### src/rtl/vote_ballot_collector_if.sv
// Voter ballot / result handshake bundle for the 4-voter ballot collector.
// The master side drives sessions and ballots and consumes results; the slave side is the collector.
interface vote_ballot_collector_if;
    logic       open_i;
    logic       vote_valid;
    logic       vote_ready;
    logic [1:0] vote_id;
    logic       vote_val;
    logic       dup_err;
    logic       result_valid;
    logic       result_ready;
    logic [3:0] ballot;
    logic [2:0] yes_count;
    logic       win;
    logic       tie;
    logic       timed_out;
    logic       busy;

    modport master (
        output open_i, vote_valid, vote_id, vote_val, result_ready,
        input  vote_ready, dup_err, result_valid, ballot, yes_count,
               win, tie, timed_out, busy
    );

    modport slave (
        input  open_i, vote_valid, vote_id, vote_val, result_ready,
        output vote_ready, dup_err, result_valid, ballot, yes_count,
               win, tie, timed_out, busy
    );
endinterface

### src/rtl/vote_ballot_collector.sv
// Collects one ballot per voter within a timed window, then holds the assembled
// ballot with its majority/tie decision on a result handshake until it is accepted.
module vote_ballot_collector #(
    parameter int N_VOTERS    = 4,
    parameter int TIMEOUT_CYC = 16,
    parameter int CNT_W       = 5
) (
    input  logic                    clk,
    input  logic                    rst_n,
    vote_ballot_collector_if.slave  bus
);

    typedef enum logic [1:0] {
        S_IDLE    = 2'd0,
        S_COLLECT = 2'd1,
        S_DECIDE  = 2'd2,
        S_RESULT  = 2'd3
    } state_t;

    state_t              r_state;
    state_t              w_next;
    logic [N_VOTERS-1:0] r_ballot;
    logic [N_VOTERS-1:0] r_voted;
    logic [CNT_W-1:0]    r_timer;
    logic                r_dup_err;
    logic [2:0]          r_yes_count;
    logic                r_win;
    logic                r_tie;
    logic                r_timed_out;

    logic                w_hs;
    logic                w_new_vote;
    logic                w_dup;
    logic [N_VOTERS-1:0] w_voted_nxt;
    logic                w_all_voted;
    logic                w_timeout;
    logic [2:0]          w_yes;

    function automatic logic [2:0] popcount(input logic [N_VOTERS-1:0] v);
        logic [2:0] c;
        c = 3'd0;
        for (int i = 0; i < N_VOTERS; i++) begin
            c = c + 3'(v[i]);
        end
        return c;
    endfunction

    assign w_hs        = bus.vote_valid && (r_state == S_COLLECT);
    assign w_dup       = w_hs &&  r_voted[bus.vote_id];
    assign w_new_vote  = w_hs && !r_voted[bus.vote_id];
    assign w_voted_nxt = r_voted | (w_new_vote ? (N_VOTERS'(1) << bus.vote_id) : '0);
    // The mask including this cycle's ballot wins over the timeout when both coincide.
    assign w_all_voted = &w_voted_nxt;
    assign w_timeout   = (r_timer == CNT_W'(TIMEOUT_CYC - 1));
    assign w_yes       = popcount(r_ballot);

    always_ff @(posedge clk or negedge rst_n) begin
        if (!rst_n) begin
            r_state <= S_IDLE;
        end else begin
            r_state <= w_next;
        end
    end

    always_comb begin
        w_next = r_state;
        case (r_state)
            S_IDLE:    if (bus.open_i)                w_next = S_COLLECT;
            S_COLLECT: if (w_all_voted || w_timeout)  w_next = S_DECIDE;
            S_DECIDE:                                 w_next = S_RESULT;
            S_RESULT:  if (bus.result_ready)          w_next = S_IDLE;
            default:                                  w_next = S_IDLE;
        endcase
    end

    always_ff @(posedge clk or negedge rst_n) begin
        if (!rst_n) begin
            r_ballot    <= '0;
            r_voted     <= '0;
            r_timer     <= '0;
            r_dup_err   <= 1'b0;
            r_yes_count <= 3'd0;
            r_win       <= 1'b0;
            r_tie       <= 1'b0;
            r_timed_out <= 1'b0;
        end else begin
            r_dup_err <= w_dup;
            case (r_state)
                S_IDLE: begin
                    // Results persist in IDLE and are only wiped by the next session.
                    if (bus.open_i) begin
                        r_ballot    <= '0;
                        r_voted     <= '0;
                        r_timer     <= '0;
                        r_yes_count <= 3'd0;
                        r_win       <= 1'b0;
                        r_tie       <= 1'b0;
                        r_timed_out <= 1'b0;
                    end
                end
                S_COLLECT: begin
                    r_timer <= r_timer + CNT_W'(1);
                    if (w_new_vote) begin
                        r_ballot[bus.vote_id] <= bus.vote_val;
                        r_voted               <= w_voted_nxt;
                    end
                end
                S_DECIDE: begin
                    r_yes_count <= w_yes;
                    r_win       <= (w_yes >= 3'd3);
                    r_tie       <= (w_yes == 3'd2);
                    r_timed_out <= ~(&r_voted);
                end
                default: ;
            endcase
        end
    end

    assign bus.vote_ready   = (r_state == S_COLLECT);
    assign bus.result_valid = (r_state == S_RESULT);
    assign bus.busy         = (r_state != S_IDLE);
    assign bus.dup_err      = r_dup_err;
    assign bus.ballot       = r_ballot;
    assign bus.yes_count    = r_yes_count;
    assign bus.win          = r_win;
    assign bus.tie          = r_tie;
    assign bus.timed_out    = r_timed_out;

endmodule

### src/flat_wrapper.sv
// flat-port wrapper written by rule: the top's interface ports become plain ports
module vote_ballot_collector_flat 
#(
    parameter int N_VOTERS    = 4,
    parameter int TIMEOUT_CYC = 16,
    parameter int CNT_W       = 5
)
  (clk, rst_n, bus_open_i, bus_vote_valid, bus_vote_id, bus_vote_val, bus_result_ready, bus_vote_ready, bus_dup_err, bus_result_valid, bus_ballot, bus_yes_count, bus_win, bus_tie, bus_timed_out, bus_busy);
  vote_ballot_collector_if bus_i ();
  input  logic clk;
  input  logic rst_n;
  input wire logic [$bits(bus_i.open_i)-1:0] bus_open_i;
  input wire logic [$bits(bus_i.vote_valid)-1:0] bus_vote_valid;
  input wire logic [$bits(bus_i.vote_id)-1:0] bus_vote_id;
  input wire logic [$bits(bus_i.vote_val)-1:0] bus_vote_val;
  input wire logic [$bits(bus_i.result_ready)-1:0] bus_result_ready;
  output wire logic [$bits(bus_i.vote_ready)-1:0] bus_vote_ready;
  output wire logic [$bits(bus_i.dup_err)-1:0] bus_dup_err;
  output wire logic [$bits(bus_i.result_valid)-1:0] bus_result_valid;
  output wire logic [$bits(bus_i.ballot)-1:0] bus_ballot;
  output wire logic [$bits(bus_i.yes_count)-1:0] bus_yes_count;
  output wire logic [$bits(bus_i.win)-1:0] bus_win;
  output wire logic [$bits(bus_i.tie)-1:0] bus_tie;
  output wire logic [$bits(bus_i.timed_out)-1:0] bus_timed_out;
  output wire logic [$bits(bus_i.busy)-1:0] bus_busy;
  assign bus_i.open_i = bus_open_i;
  assign bus_i.vote_valid = bus_vote_valid;
  assign bus_i.vote_id = bus_vote_id;
  assign bus_i.vote_val = bus_vote_val;
  assign bus_i.result_ready = bus_result_ready;
  assign bus_vote_ready = bus_i.vote_ready;
  assign bus_dup_err = bus_i.dup_err;
  assign bus_result_valid = bus_i.result_valid;
  assign bus_ballot = bus_i.ballot;
  assign bus_yes_count = bus_i.yes_count;
  assign bus_win = bus_i.win;
  assign bus_tie = bus_i.tie;
  assign bus_timed_out = bus_i.timed_out;
  assign bus_busy = bus_i.busy;
  vote_ballot_collector #(.N_VOTERS(N_VOTERS), .TIMEOUT_CYC(TIMEOUT_CYC), .CNT_W(CNT_W)) u_core (.clk(clk), .rst_n(rst_n), .bus(bus_i));
endmodule
### config.mk
export PLATFORM = sky130hd
export DESIGN_NAME = vote_ballot_collector_flat
export DESIGN_NICKNAME = d
export VERILOG_FILES = /design/src/rtl/vote_ballot_collector_if.sv /design/src/rtl/vote_ballot_collector.sv /design/src/flat_wrapper.sv
export SDC_FILE = /design/constraint.sdc
export NUM_CORES = 1
export LEC_CHECK = 0
export ABC_CLOCK_PERIOD_IN_PS = 2300
export BUFFER_PORTS_ARGS = -buffer_cell sky130_fd_sc_hd__buf_2
export CAP_MARGIN = 20
export CORE_ASPECT_RATIO = 1.25
export CORE_MARGIN = 1.5
export CORE_UTILIZATION = 54
export DETAILED_ROUTE_END_ITERATION = 10
export HOLD_SLACK_MARGIN = 0.1
export PLACE_DENSITY = 0.77
export SKIP_CTS_REPAIR_TIMING = 1
export SYNTH_ARGS = -nofsm -noshare
export SYNTH_HDL_FRONTEND = slang
export SYNTH_SLANG_ARGS = --single-unit
export TNS_END_PERCENT = 1
### constraint.sdc
create_clock -name clk -period 2.3 [get_ports clk]
set_input_delay 0.46 -clock clk [delete_from_list [all_inputs] [get_ports clk]]
set_output_delay 0.46 -clock clk [all_outputs]
set_load 0.03 [all_outputs]
## Word-level counts from Yosys, hierarchy flattened

Cells that the tools add are included.

- Shift operators: 1
- Reductions and logical operators: 16
- Equality and inequality tests: 9
- Add/subtract/negate cells: 4
- Bitwise operators: 2
- Mux-type cells: 23
- $lt $le $gt $ge: 3

Operators with widths:

| kind | number |
|---|---|
| two-way mux 4 bit | 4 |
| one-hot mux 4 bit (2 select lines) | 2 |
| one-hot mux 5 bit (2 select lines) | 1 |
| one-hot mux 2 bit (4 select lines) | 1 |
| AND reduction 4 bit | 2 |
| adder 3 x 1 -> 3 bit | 2 |
| two-way mux 2 bit | 3 |
| one-hot mux 1 bit (2 select lines) | 3 |
| one-hot mux 3 bit (2 select lines) | 1 |
| AND reduction 3 bit | 2 |
| nonzero test 2 bit | 3 |
| adder 5 x 1 -> 5 bit, second input constant | 1 |
| equality test 5 x 4 -> 1 bit, second input constant | 1 |
| two-way mux 5 bit | 1 |
| bitwise mux 4 bit | 1 |
| equality test 2 bit, second input constant | 2 |
| logical AND 1 bit | 4 |
| != test 2 x 1 -> 1 bit, second input constant | 2 |
| != test 2 bit, second input constant | 2 |
| OR 4 bit | 1 |
| AND reduction 2 bit | 2 |
| left shift 1 x 2 -> 4 bit, first input constant | 1 |
| equality test 3 x 2 -> 1 bit, second input constant | 1 |
| greater-or-equal comparator 3 x 2 -> 1 bit, second input constant | 1 |
| 12 further kinds | 14 |

- Bits of input ports: 8
- Word-level logic and storage cells: 67
- Output and inout port bits: 14
- Register bits after elaboration: 22

## Logic depth before layout (Yosys ltp)

- Depth after elaboration: 10
- Gate-level depth with buffers: 8
- Gate-level depth less buffers: 7

## Worst setup path after synthesis

No wires, ideal clock.

- Path type: register to register
- Start point: reg u_core.r_state[1]
- End point: reg u_core.r_state[1]
- Data required time: 2.175 ns
- Arrival: 1.763 ns
- Setup time: 0.125 ns
- Buffers on the path: 1
- Stages on the path, launching flop included: 9
- Period minus slack after synthesis: 1.888 ns
- Setup slack: 0.412 ns
- Path through: dfrtp_1 -> inv_1 -> ha_1 -> buf_2 -> and4b_1 -> o21ai_0 -> nand3_1 -> nand4_1 -> mux2_2

- Longest elaborated chain between the ends: 9
- Elaborated cells on any way between the ends: 15
- Classes of those cells: eq/ne (6); mux (2); bitwise (1); reduce/logical (6)

RTL lines:

| what | RTL line | RTL |
|---|---|---|
| from (decl) | vote_ballot_collector.sv:20 | `state_t r_state;` |
| from (signal assigned) | vote_ballot_collector.sv:61 | `r_state <= w_next;` |
| equality test 2 x 1 -> 1 bit * | -- |  |
| named net bus_vote_ready | flat_wrapper.sv:17 | `output wire logic [$bits(bus_i.vote_ready)-1:0] bus_vote_ready;` |
| logical AND 1 bit | vote_ballot_collector.sv:48 | `assign w_hs = bus.vote_valid && (r_state == S_COLLECT);` |
| logical AND 1 bit | vote_ballot_collector.sv:50 | `assign w_new_vote = w_hs && !r_voted[bus.vote_id];` |
| two-way mux 4 bit | vote_ballot_collector.sv:51 | `assign w_voted_nxt = r_voted \| (w_new_vote ? (N_VOTERS'(1) << bus.vote_id) : '0);` |
| OR 4 bit | vote_ballot_collector.sv:51 |  |
| AND reduction 4 bit | vote_ballot_collector.sv:53 | `assign w_all_voted = &w_voted_nxt;` |
| logical OR 1 bit | vote_ballot_collector.sv:69 | `S_COLLECT: if (w_all_voted \|\| w_timeout) w_next = S_DECIDE;` |
| != test 2 x 1 -> 1 bit (no source line) | -- |  |
| AND reduction 3 bit (no source line) | -- |  |

The timed path passes the listed nets; every way through them passes the cells marked *.
A chain may end at the register's enable or synchronous reset.

## Worst setup path after layout

- Start point: reg u_core.r_state[0]
- End point: reg u_core.r_ballot[2], in the netlist u_core.bus.ballot[2]

- Longest elaborated chain between the ends: 5
- Elaborated cells on any way between the ends: 9
- Classes of those cells: eq/ne (3); mux (1); reduce/logical (5)

RTL lines:

| what | RTL line | RTL |
|---|---|---|
| equality test 2 x 1 -> 1 bit | vote_ballot_collector.sv:48, vote_ballot_collector.sv:88 |  |
| logical AND 1 bit | vote_ballot_collector.sv:48 |  |
| logical AND 1 bit | vote_ballot_collector.sv:50 |  |
| != test 2 x 1 -> 1 bit (no source line) | -- |  |
| AND reduction 3 bit (no source line) | -- |  |
| to (signal, indexed assignment) | vote_ballot_collector.sv:104 | `r_ballot[bus.vote_id] <= bus.vote_val;` |
| to (decl) | vote_ballot_collector.sv:22 | `logic [N_VOTERS-1:0] r_ballot;` |

Parallel ways exist; a longest one is shown, timed or not.

==> summary.txt <==
Logic synthesis
  • Xor/xnor cell area share of the yosys netlist: 0
  • Synth area leaders: dfrtp_1, ha_1, mux2i_1, inv_1, nand2_1
  • Post-Synthesis Cells: between 100 and 150
  • Mapped Area: 0.00125 sq mm
  • Largest family of logic cells by synthesized area: simple AND/OR/NAND/NOR gates
  • Main flop type after synthesis: dfrtp_1
  • Syn nets: around 150
  • Fraction of synthesized area in multiplexers: 0.0828
  • Yosys warnings: 0
  • Seq cells post-synth: 22
  • FFs w/ async S/R, synth: 1.00
  • Distinct cells, synth: 31
  • Synth Area in Compound Gates: 0.117
  • Count leader, synth: dfrtp_1
  • Number of flops mapped to enable cells by yosys: 0
  • Synth top area share: 0.439
  • Top post-synthesis cells by count: dfrtp_1, inv_1, nand2_1, nor2_1
  • Avg Cell Area, Syn: 9.73 sq um
  • Post-Synth Adder-Cell Area: 0.0957
  • Register area share after synthesis: 0.439
  • Post-synth top area cell: dfrtp_1
  • Simple-gate portion of the synthesized area: 0.206

Die
  • Die X-Extent: between 40 and 50 um
  • Die Y: 56.9 um
  • Initial Util: 0.568
  • # rows: 19
  • Die ar.: around 0.0026 sq mm
  • I/O pins: 22
  • Core Box Area: 0.00221 sq mm

Timing
  • Peak Freq: 0.492 GHz
  • Final Hold Viols: 0
  • Final worst path period share: 0.883
  • Setup violations, final: 0
  • Skew final: around 0.0056 ns
  • Final Max Slew Viols: 0
  • Worst Tran Pin Value: between 0.6 and 0.7 ns
  • Minimum clock period after layout: 2.03 ns
  • RSZ-0062 raised after global routing: false
  • Slew headroom: 0.582
  • Fin Setup TNS: 0 ns
  • WHS: just over 0.1 ns

Worst setup path
  • Setup Crit Path Kind: reg2reg
  • Critical R2R Launch: u_core.r_state[0]
  • Crit-path max FO: 8
  • CP max stage cell: dfrtp_1
  • Reg2Reg Depth: 7
  • Worst stage delay on the critical path: a little over 0.4 ns
  • Critical path cell sequence: inv_1 > ha_1 > nand2b_1 > o21ai_1 > nor4b_2 > mux2i_1 > nor2_1
  • Origin of the worst setup path: u_core.r_state[0]
  • FF-to-FF setup slack: 0.27 ns
  • Critical Path AT: 2.23 ns
  • Worst path required time: between 2 and 3 ns
  • Crit path launch type: flip-flop
  • CP Capture Type: flip-flop

GRT
  • Largest net degree at the start of global routing: 23
  • Met2 usage in global routing: 0.389
  • Vias in the first global route: around 1100
  • Initial antenna violation count: 0
  • Grt ovf: 0
  • Peak-usage layer in the global routing report: met2
  • Global-route usage over all layers: 0.242
  • Met3 Usage GRT: 0.0354
  • Global-route wire length before repair: between 4 and 5 mm
  • M1 GR Usage: 0.298

Finish
  • Footprint of the multi-input gates: about 630 sq um
  • N_diodes: 0
  • Layout cells sized above 1: 0.188
  • Post-layout net count: 168
  • Area Overhead vs Synth: 11.5%
  • Fill count: approximately 190
  • Register Area: 551 sq um

Route
  • DR WL/cell: approximately 15 um
  • Initial DRC Count: 37
  • Pre-antenna DRT Iters: 6
  • Via density: roughly 5.9
  • Drt drc: 0
  • Via count: 1056
  • Total Routed Length: between 2 and 3 mm
  • Post-DRT Antenna Nets: 0

Place
  • Post-DP HPWL: 2.04 mm
  • Gpl congestion: 0.945
  • I/O Buffers: 21

Clocking
  • H-tree Lvls: 1
  • CTS Buffer Depth: 2
  • Clock Latency Late Sink: roughly 0.30 ns
  • Num CTS Buffers: 3
  • Clock Sinks: 22
  • Root Buffer: clkbuf_4
  • Reg clk slew, reported paths: about 0.12 ns
  • CTS tree: done

Power and ir drop
  • Worst IR Drop VDD: about 1.1 mV
  • Leakage: ~0.7 nW
  • PwrDens: 1340 mW/mm^2

Min path
  • Worst hold-check path type: in2async

Flow run
  • Max-Cap Viols: 0

Status
  • Outcome: completed
-- layer usage --
layer  part of all wire  routed length, um
met2               0.52               1410
met3              0.048                130
met1               0.40               1080
met4              0.029                 78
met5                  0                  0
-- logic make-up (layout without fill, tap and decap cells) --
family	count (synthesis)	in the layout
and+or+nand+nor	49	49
buffers and inverters	17	37
muxes	9	9
DFF	22	22
AOI/OAI and AO/OA	23	23
adders and majority gates	9	9
-- sequential cells by signal, summed over array words and instances, names as in the netlist --
register and cells:
u_core.r_timer 5, u_core.bus.ballot 4, u_core.r_voted 4, u_core.bus.yes_count 3, u_core.r_state 2, u_core.bus.dup_err 1, u_core.bus.tie 1, u_core.bus.timed_out 1
u_core.bus.win 1
-- through the flow --
step | util | setup slack (ns) | cell area, sq um | cells | total power [W]
6_report | 0.633 | 0.269 | 1400 | 180 | 0.00188
5_1_grt | 0.633 | 0.0867 | 1400 | 180 | 0.00202
3_5_place_dp | 0.623 | 0.296 | 1380 | 177 | 0.00169
3_3_place_gp | 0.623 | 0.324 | 1380 | 177 | 0.00164
4_1_cts | 0.633 | 0.271 | 1400 | 180 | 0.00187
2_1_floorplan | - | 0.412 | 1250 | 129 | 0.00141
-- critical path, delay by kind of cell (launching register included) --
family | cells | cell delay (ns)
multiplexers | 1 | 0.22
adder cells (fa/ha/maj) | 1 | 0.28
AND/OR/NAND/NOR | 3 | 0.64
buffers and inverters | 1 | 0.09
AO/OA/AOI/OAI | 1 | 0.27
flip-flops | 1 | 0.41
-- area by class of cell --
class / instances / share of cell area
repair buffers: 22 / 0.0805
inverters: 12 / 0.0322
flip-flops and latches: 22 / 0.394
multi-input cells: 90 / 0.450
well taps: 31 / 0.0277
clock buffers: 3 / 0.0161
-- report_power, final --
part / total, W / internal [W] / switching (W) / leakage (nW)
clock network: 0.000177 / 0.0000611 / 0.000116 / 0.0138
registers: 0.000667 / 0.000530 / 0.000137 / 0.289
logic: 0.00103 / 0.000366 / 0.000666 / 0.399
-- worst paths after layout --
kind	end
max	u_core.bus.ballot[2]
min	u_core.r_timer[3]
max reg2reg	u_core.bus.ballot[2]
min reg2reg	u_core.bus.tie
max in group asynchronous	u_core.r_timer[0]
min in group clk	u_core.bus.ballot[1]
-- cell usage in the layout, fill, tap and decap left out, drive strengths merged, types with 2 or more instances in the layout --
cell type | Yosys | routed
a21oi | 4 | 4
a22o | 2 | 2
a31oi | 3 | 3
a32o | 3 | 3
and2 | 2 | 2
and3 | 4 | 4
buf | 4 | 22
clkbuf | 1 | 3
dfrtp | 22 | 22
ha | 8 | 8
inv | 12 | 12
mux2i | 8 | 8
nand2 | 12 | 12
nand2b | 2 | 2
nand3 | 5 | 5
nand4 | 4 | 4
nor2 | 11 | 11
nor2b | 3 | 3
nor3b | 2 | 2
o21ai | 9 | 9
(Power assumes the default switching activity.)
